==> config.mk <==
export PLATFORM = sky130hd
export DESIGN_NAME = pe_issue_ctrl
export DESIGN_NICKNAME = d
export VERILOG_FILES = /design/src/rtl/pe_issue_ctrl.sv
export SDC_FILE = /design/constraint.sdc
export NUM_CORES = 1
export LEC_CHECK = 0
export BUFFER_PORTS_ARGS = -buffer_cell sky130_fd_sc_hd__buf_2
export CORE_ASPECT_RATIO = 1.2
export CORE_MARGIN = 4
export CORE_UTILIZATION = 57
export DETAILED_ROUTE_END_ITERATION = 12
export GPL_TIMING_DRIVEN = 1
export PLACE_DENSITY = 0.85
export SYNTH_ARGS = -nofsm -noshare
export SYNTH_HDL_FRONTEND = slang
export SYNTH_SLANG_ARGS = --single-unit
==> constraint.sdc <==
create_clock -name clk -period 9.4 [get_ports clk]
set_clock_uncertainty 0.15 [all_clocks]
set_input_delay 1.88 -clock clk [delete_from_list [all_inputs] [get_ports clk]]
set_output_delay 1.88 -clock clk [all_outputs]
set_load 0.05 [all_outputs]
==> src/rtl/pe_issue_ctrl.sv <==
// In-order issue/writeback controller between pe_regfile and pe_core_single.
// Define PE_ISSUE_PERF_EN to add saturating issue/stall performance counters.
module pe_issue_ctrl #(
  parameter int DATA_W    = 32,
  parameter int ADDR_W    = 5,
  parameter int NREG      = 32,
  parameter int TAG_DEPTH = 4
) (
  input  logic              clk,
  input  logic              rst,
  input  logic [31:0]       instr_in,
  input  logic              instr_valid,
  output logic              instr_ready,
  output logic [ADDR_W-1:0] rf_rd_addr1,
  output logic [ADDR_W-1:0] rf_rd_addr2,
  input  logic [DATA_W-1:0] rf_rd_data1,
  input  logic [DATA_W-1:0] rf_rd_data2,
  output logic [31:0]       pe_opcode,
  output logic [DATA_W-1:0] pe_op1,
  output logic [DATA_W-1:0] pe_op2,
  output logic [DATA_W-1:0] pe_op3,
  output logic              pe_valid,
  input  logic [DATA_W-1:0] pe_result,
  input  logic              pe_result_valid,
  output logic [ADDR_W-1:0] rf_wr_addr,
  output logic [DATA_W-1:0] rf_wr_data,
  output logic              rf_wr_en,
  output logic              busy,
  output logic              wb_err
`ifdef PE_ISSUE_PERF_EN
  ,
  output logic [31:0]       perf_issued,
  output logic [31:0]       perf_stall_haz,
  output logic [31:0]       perf_stall_full
`endif
);

  localparam int PW = (TAG_DEPTH > 1) ? $clog2(TAG_DEPTH) : 1;

  logic              r_ir_valid;
  logic [31:0]       r_ir;
  logic [NREG-1:0]   r_pend;
  logic [NREG-1:0]   w_pend_nxt;
  logic [ADDR_W-1:0] r_tag_mem [TAG_DEPTH];
  logic [PW-1:0]     r_wr_ptr;
  logic [PW-1:0]     r_rd_ptr;
  logic [PW:0]       r_count;
  logic [31:0]       r_pe_opcode;
  logic [DATA_W-1:0] r_pe_op1;
  logic [DATA_W-1:0] r_pe_op2;
  logic [DATA_W-1:0] r_pe_op3;
  logic              r_pe_valid;
  logic [ADDR_W-1:0] r_wr_addr;
  logic [DATA_W-1:0] r_wr_data;
  logic              r_wr_en;
  logic              r_wb_err;

  logic [ADDR_W-1:0] w_rs1;
  logic [ADDR_W-1:0] w_rs2;
  logic [ADDR_W-1:0] w_rd;
  logic [ADDR_W-1:0] w_tag;
  logic [4:0]        w_imm;
  logic              w_full;
  logic              w_empty;
  logic              w_hazard;
  logic              w_stall;
  logic              w_issue;
  logic              w_accept;
  logic              w_pop;
  logic [DATA_W-1:0] w_op1;
  logic [DATA_W-1:0] w_op2;

  assign w_rs1 = r_ir[15 +: ADDR_W];
  assign w_rs2 = r_ir[10 +: ADDR_W];
  assign w_rd  = r_ir[0 +: ADDR_W];
  assign w_imm = r_ir[9:5];
  assign w_tag = r_tag_mem[r_rd_ptr];

  assign w_full   = (r_count == (PW+1)'(TAG_DEPTH));
  assign w_empty  = (r_count == '0);
  assign w_hazard = r_pend[w_rs1] | r_pend[w_rs2] | r_pend[w_rd];
  assign w_stall  = r_ir_valid & (w_hazard | w_full);
  assign w_issue  = r_ir_valid & ~w_stall;
  assign w_accept = instr_valid & instr_ready;
  assign w_pop    = pe_result_valid & ~w_empty;

  // The result being written this cycle is not yet visible in the regfile.
  assign w_op1 = (w_rs1 == '0) ? '0 :
                 (r_wr_en && r_wr_addr == w_rs1) ? r_wr_data : rf_rd_data1;
  assign w_op2 = (w_rs2 == '0) ? '0 :
                 (r_wr_en && r_wr_addr == w_rs2) ? r_wr_data : rf_rd_data2;

  always_comb begin
    w_pend_nxt = r_pend;
    if (w_pop) w_pend_nxt[w_tag] = 1'b0;
    if (w_issue) w_pend_nxt[w_rd] = 1'b1;
    w_pend_nxt[0] = 1'b0;
  end

  always_ff @(posedge clk) begin
    if (rst) begin
      r_ir_valid  <= 1'b0;
      r_ir        <= '0;
      r_pend      <= '0;
      r_wr_ptr    <= '0;
      r_rd_ptr    <= '0;
      r_count     <= '0;
      r_pe_opcode <= '0;
      r_pe_op1    <= '0;
      r_pe_op2    <= '0;
      r_pe_op3    <= '0;
      r_pe_valid  <= 1'b0;
      r_wr_addr   <= '0;
      r_wr_data   <= '0;
      r_wr_en     <= 1'b0;
      r_wb_err    <= 1'b0;
      for (int i = 0; i < TAG_DEPTH; i++) r_tag_mem[i] <= '0;
    end else begin
      if (w_accept) begin
        r_ir_valid <= 1'b1;
        r_ir       <= instr_in;
      end else if (w_issue) begin
        r_ir_valid <= 1'b0;
      end
      r_pend <= w_pend_nxt;
      if (w_issue) begin
        r_tag_mem[r_wr_ptr] <= w_rd;
        r_wr_ptr            <= r_wr_ptr + 1'b1;
      end
      if (w_pop) r_rd_ptr <= r_rd_ptr + 1'b1;
      unique case ({w_issue, w_pop})
        2'b10:   r_count <= r_count + 1'b1;
        2'b01:   r_count <= r_count - 1'b1;
        default: r_count <= r_count;
      endcase
      r_pe_valid <= w_issue;
      if (w_issue) begin
        r_pe_opcode <= r_ir;
        r_pe_op1    <= w_op1;
        r_pe_op2    <= w_op2;
        r_pe_op3    <= {{(DATA_W-5){1'b0}}, w_imm};
      end
      // A null tag (rd==0) still pairs with its result but writes nothing.
      r_wr_en <= w_pop & (w_tag != '0);
      if (w_pop) begin
        r_wr_addr <= w_tag;
        r_wr_data <= pe_result;
      end
      if (pe_result_valid && w_empty) r_wb_err <= 1'b1;
    end
  end

  assign instr_ready = ~r_ir_valid | w_issue;
  assign rf_rd_addr1 = w_rs1;
  assign rf_rd_addr2 = w_rs2;
  assign pe_opcode   = r_pe_opcode;
  assign pe_op1      = r_pe_op1;
  assign pe_op2      = r_pe_op2;
  assign pe_op3      = r_pe_op3;
  assign pe_valid    = r_pe_valid;
  assign rf_wr_addr  = r_wr_addr;
  assign rf_wr_data  = r_wr_data;
  assign rf_wr_en    = r_wr_en;
  assign busy        = r_ir_valid | ~w_empty;
  assign wb_err      = r_wb_err;

`ifdef PE_ISSUE_PERF_EN
  logic [31:0] r_perf_issued;
  logic [31:0] r_perf_haz;
  logic [31:0] r_perf_full;

  always_ff @(posedge clk) begin
    if (rst) begin
      r_perf_issued <= '0;
      r_perf_haz    <= '0;
      r_perf_full   <= '0;
    end else begin
      if (w_issue && r_perf_issued != '1)
        r_perf_issued <= r_perf_issued + 1'b1;
      if (r_ir_valid && w_hazard && r_perf_haz != '1)
        r_perf_haz <= r_perf_haz + 1'b1;
      if (r_ir_valid && w_full && !w_hazard && r_perf_full != '1)
        r_perf_full <= r_perf_full + 1'b1;
    end
  end

  assign perf_issued     = r_perf_issued;
  assign perf_stall_haz  = r_perf_haz;
  assign perf_stall_full = r_perf_full;
`endif

endmodule
==> impl_metrics.toml <==
[critical_path]
arrival_ns = 3.58
cp-end-kind = "primary output"
critical_path.cell_chain = "mux2_2 -> a221oi_1 -> o22ai_1 -> or4_4 -> o21ai_0 -> buf_2"
critPathLaunchType = "flop"
timing.rr.start = "r_ir[11]$_SDFFE_PP0P_"
r2r.worst_path.cells = 12
cp_max_fo = 30
reg2reg_slack_ns = 4.28
cp-endpoint = "instr_ready"
path_class = "reg2out"
cp_slowest_cell = "dfxtp_1"
required_ns = 7.37
reg2reg_to = "r_count[2]$_SDFFE_PP0P_"
crit_path_max_incr_delay_ns = 0.81
startpoint = "r_ir[11]$_SDFFE_PP0P_"

[floorplan]
rows = 55
coreArea_sq_um = 19130
pin_count = 312
die_y_um = 161.7
initial_utilization_pct = 58.64
die-area_sq_um = 22000
fp.dieW_um = 136.1

[clock_tree]
cts-buffers-inserted = 24
cts_tree = "done"
cts_root_buffer = "clkbuf_16"
cts_resized = 0
postCtsSetupBuffers = 0
clk_latency_ns = 0.52
htree_levels = 1
cts_buffer_depth = 3
path_clk_slew_ns = 0.06
postCtsHoldBufs = 0
cts_num_sinks = 229

[global_route]
antenna_found_initial = 0
overflow = 0
grt_pass1_vias = 9403
grt_first_pass_wirelength_um = 50490
grt_max_degree = 81
grt.total_usage_pct = 28.27

[sta]
tightest_slew_ns = 1.105
fmax_mhz = 178.3
hold_viol = 0
slew_headroom_pct = 26.34
final.setup.tns_ns = 0
slew_violations = 0
setup_violations = 0
layout_min_cycle_time_ns = 5.609
rsz0062_at_grt = "no"
fin_crit_sh_pct = 59.67

[final_layout]
syn_to_final_growth_pct = 17.47
drive_gt1_share_pct = 30.42
antenna_cells = 0
nNetsFinal = 1523

[yosys]
synth.distinct_cells = 55
syn_area_per_cell_sq_um = 9.499
netlist_area_sq_um = 11220
ys_warn_count = 0
yosys_register_bits = 229
synth_flop_cell = "dfxtp_1"
synthCells = 1181
seq_area_frac_synth_pct = 42.65
synth-async-reset-ratio_pct = 0
synth_edf_count = 20

[outcome]
status = "finished, final reports clean"

[routing]
drcViolationCount = 0
ant_nets = 0
route.vias.total = 9736
first_pass_iters = 5
routed_via_density = 5.854
drt-initial-drc-count = 917
wire_per_inst_um = 19.68
routed_wirelength_um = 32720

[power_and_ir_drop]
power_density_nw_per_um2 = 237.7
leakage_nw = 5.727
ir_worst_vdd_mv = 0.1371
p_total_mw = 3.132

[placement]
portBuffers = 284
place.gp.congestion = 0.9444
hpwl_um = 22590

[worst_hold_path]
hold_class = "reg2reg"

[job]
drv_cap = 0
[worst min path at each step]
| stage | depth (start not counted) | slack, ns | start | to |
|---|---|---|---|---|
| 3_3_place_gp | 2 | 0.30 | wb_err$_SDFFE_PP0P_ | wb_err$_SDFFE_PP0P_ |
| 2_1_floorplan | 2 | 0.29 | r_ir[20]$_SDFFE_PP0P_ | r_ir[20]$_SDFFE_PP0P_ |
| 3_5_place_dp | 2 | 0.31 | pe_opcode[4]$_SDFFE_PP0N_ | pe_opcode[4]$_SDFFE_PP0N_ |
| 4_1_cts | 2 | 0.32 | pe_opcode[4]$_SDFFE_PP0N_ | pe_opcode[4]$_SDFFE_PP0N_ |
| 6_report | 2 | 0.31 | pe_opcode[0]$_SDFFE_PP0N_ | pe_opcode[0]$_SDFFE_PP0N_ |
| 5_1_grt | 2 | 0.34 | pe_opcode[1]$_SDFFE_PP0N_ | pe_opcode[1]$_SDFFE_PP0N_ |
[kinds of logic (layout without fill, tap and decap cells)]
group,count (synthesis),count (layout),synth area share [%]
xor gates and xnor gates,14,14,1.093
adders and majority gates,2,2,0.2900
AOI/OAI and AO/OA,146,146,9.179
muxes,199,199,20.93
buffers and inverters,156,356,7.450
and+or+nand+nor,434,434,18.37
other,1,27,0.03343
DFF,229,229,42.65
[worst max-delay path: cells and delay by family, from the launching register on]
| kind | cells | cell delay, ns |
|---|---|---|
| muxes | 1 | 0.41 |
| buffers and inverters | 1 | 0.32 |
| and+or+nand+nor | 1 | 0.76 |
| DFF | 1 | 0.81 |
| AOI/OAI and AO/OA | 3 | 0.75 |
[per-stage QoR]
step                      area [sq um]  util, %  hold slack, ns  setup slack (ns)  instances
after global placement           12380    64.72          0.3005             4.281       1619
after CTS                        13180    68.88          0.3180             3.775       1663
after detailed placement         12380    64.72          0.3067             4.179       1619
after floorplan                  11320        -          0.2945             4.215       1207
after global routing             13180    68.88          0.3400             3.525       1663
final                            13180    68.88          0.3107             3.791       1663
[cell usage in the layout, fill, tap and decap left out, types with 14 or more instances in the layout]
master and count:
o211ai_1 19, mux4_2 20, mux2_2 36, nand3_1 22
o31ai_1 34, nor2_1 88, buf_2 283, clkbuf_16 25
mux2_1 36, inv_1 17, a31o_2 27, mux2i_1 106
dfxtp_1 209, nor4_1 36, nor2b_1 70, nand2_1 170
edfxtp_1 20, conb_1 27, a21oi_1 42, nor3_1 14
[final cells by class]
class | count | area [sq um]
fill | 1485 | 5953
multi-input combinational | 822 | 5712
sequential | 229 | 4785
timing repair buffer | 293 | 1491
clock buffer | 33 | 705.7
tap | 256 | 320.3
clock inverter | 11 | 90.09
inverter | 19 | 73.82
[synthesized netlist by cell type (3+ instances only)]
| cell type | count | area [sq um] |
|---|---|---|
| a21oi_1 | 42 | 210.2 |
| a31o_2 | 27 | 236.5 |
| and3_1 | 3 | 18.77 |
| buf_1 | 15 | 56.30 |
| buf_2 | 17 | 85.08 |
| buf_4 | 43 | 322.8 |
| buf_6 | 9 | 101.4 |
| clkbuf_1 | 53 | 198.9 |
| dfxtp_1 | 209 | 4184 |
| edfxtp_1 | 20 | 600.6 |
| inv_1 | 18 | 67.56 |
| mux2_1 | 36 | 405.4 |
| mux2_2 | 36 | 405.4 |
| mux2i_1 | 106 | 1061 |
| mux4_2 | 20 | 450.4 |
| nand2_1 | 170 | 638.1 |
| nand2b_1 | 6 | 37.54 |
| nand3_1 | 22 | 110.1 |
| nand3b_1 | 7 | 52.55 |
| nand4_1 | 4 | 25.02 |
| nor2_1 | 88 | 330.3 |
| nor2b_1 | 70 | 437.9 |
| nor3_1 | 14 | 70.07 |
| nor3b_1 | 3 | 22.52 |
| nor4_1 | 36 | 225.2 |
| o211ai_1 | 19 | 142.6 |
| o21ai_0 | 5 | 25.02 |
| o22ai_1 | 4 | 25.02 |
| o31ai_1 | 34 | 255.2 |
| xnor2_1 | 3 | 26.28 |
| xor2_1 | 11 | 96.34 |
[report_power, final]
group	internal (mW)	total, mW	switching (mW)
Sequential	1.09	1.21	0.116
Clock	0.553	0.944	0.391
Combinational	0.278	0.980	0.702
[flip-flops by register name, summed over array words and instances (netlist names), named ones only]
register and cells:
pe_op1 32, pe_op2 32, pe_opcode 32, pe_valid 1, r_count 3, r_ir 32
r_ir_valid 1, r_pend 31, r_rd_ptr 2, r_tag_mem 20, r_wr_ptr 2, rf_wr_addr 5
rf_wr_data 32, rf_wr_en 1, wb_err 1
[layer usage]
metal,share of wire (%),track usage (%)
met4,4.8,12.51
met5,0.27,3.009
met1,38,34.52
met2,48,48.11
met3,8.9,5.328
Power figures use the tool's default switching activity.
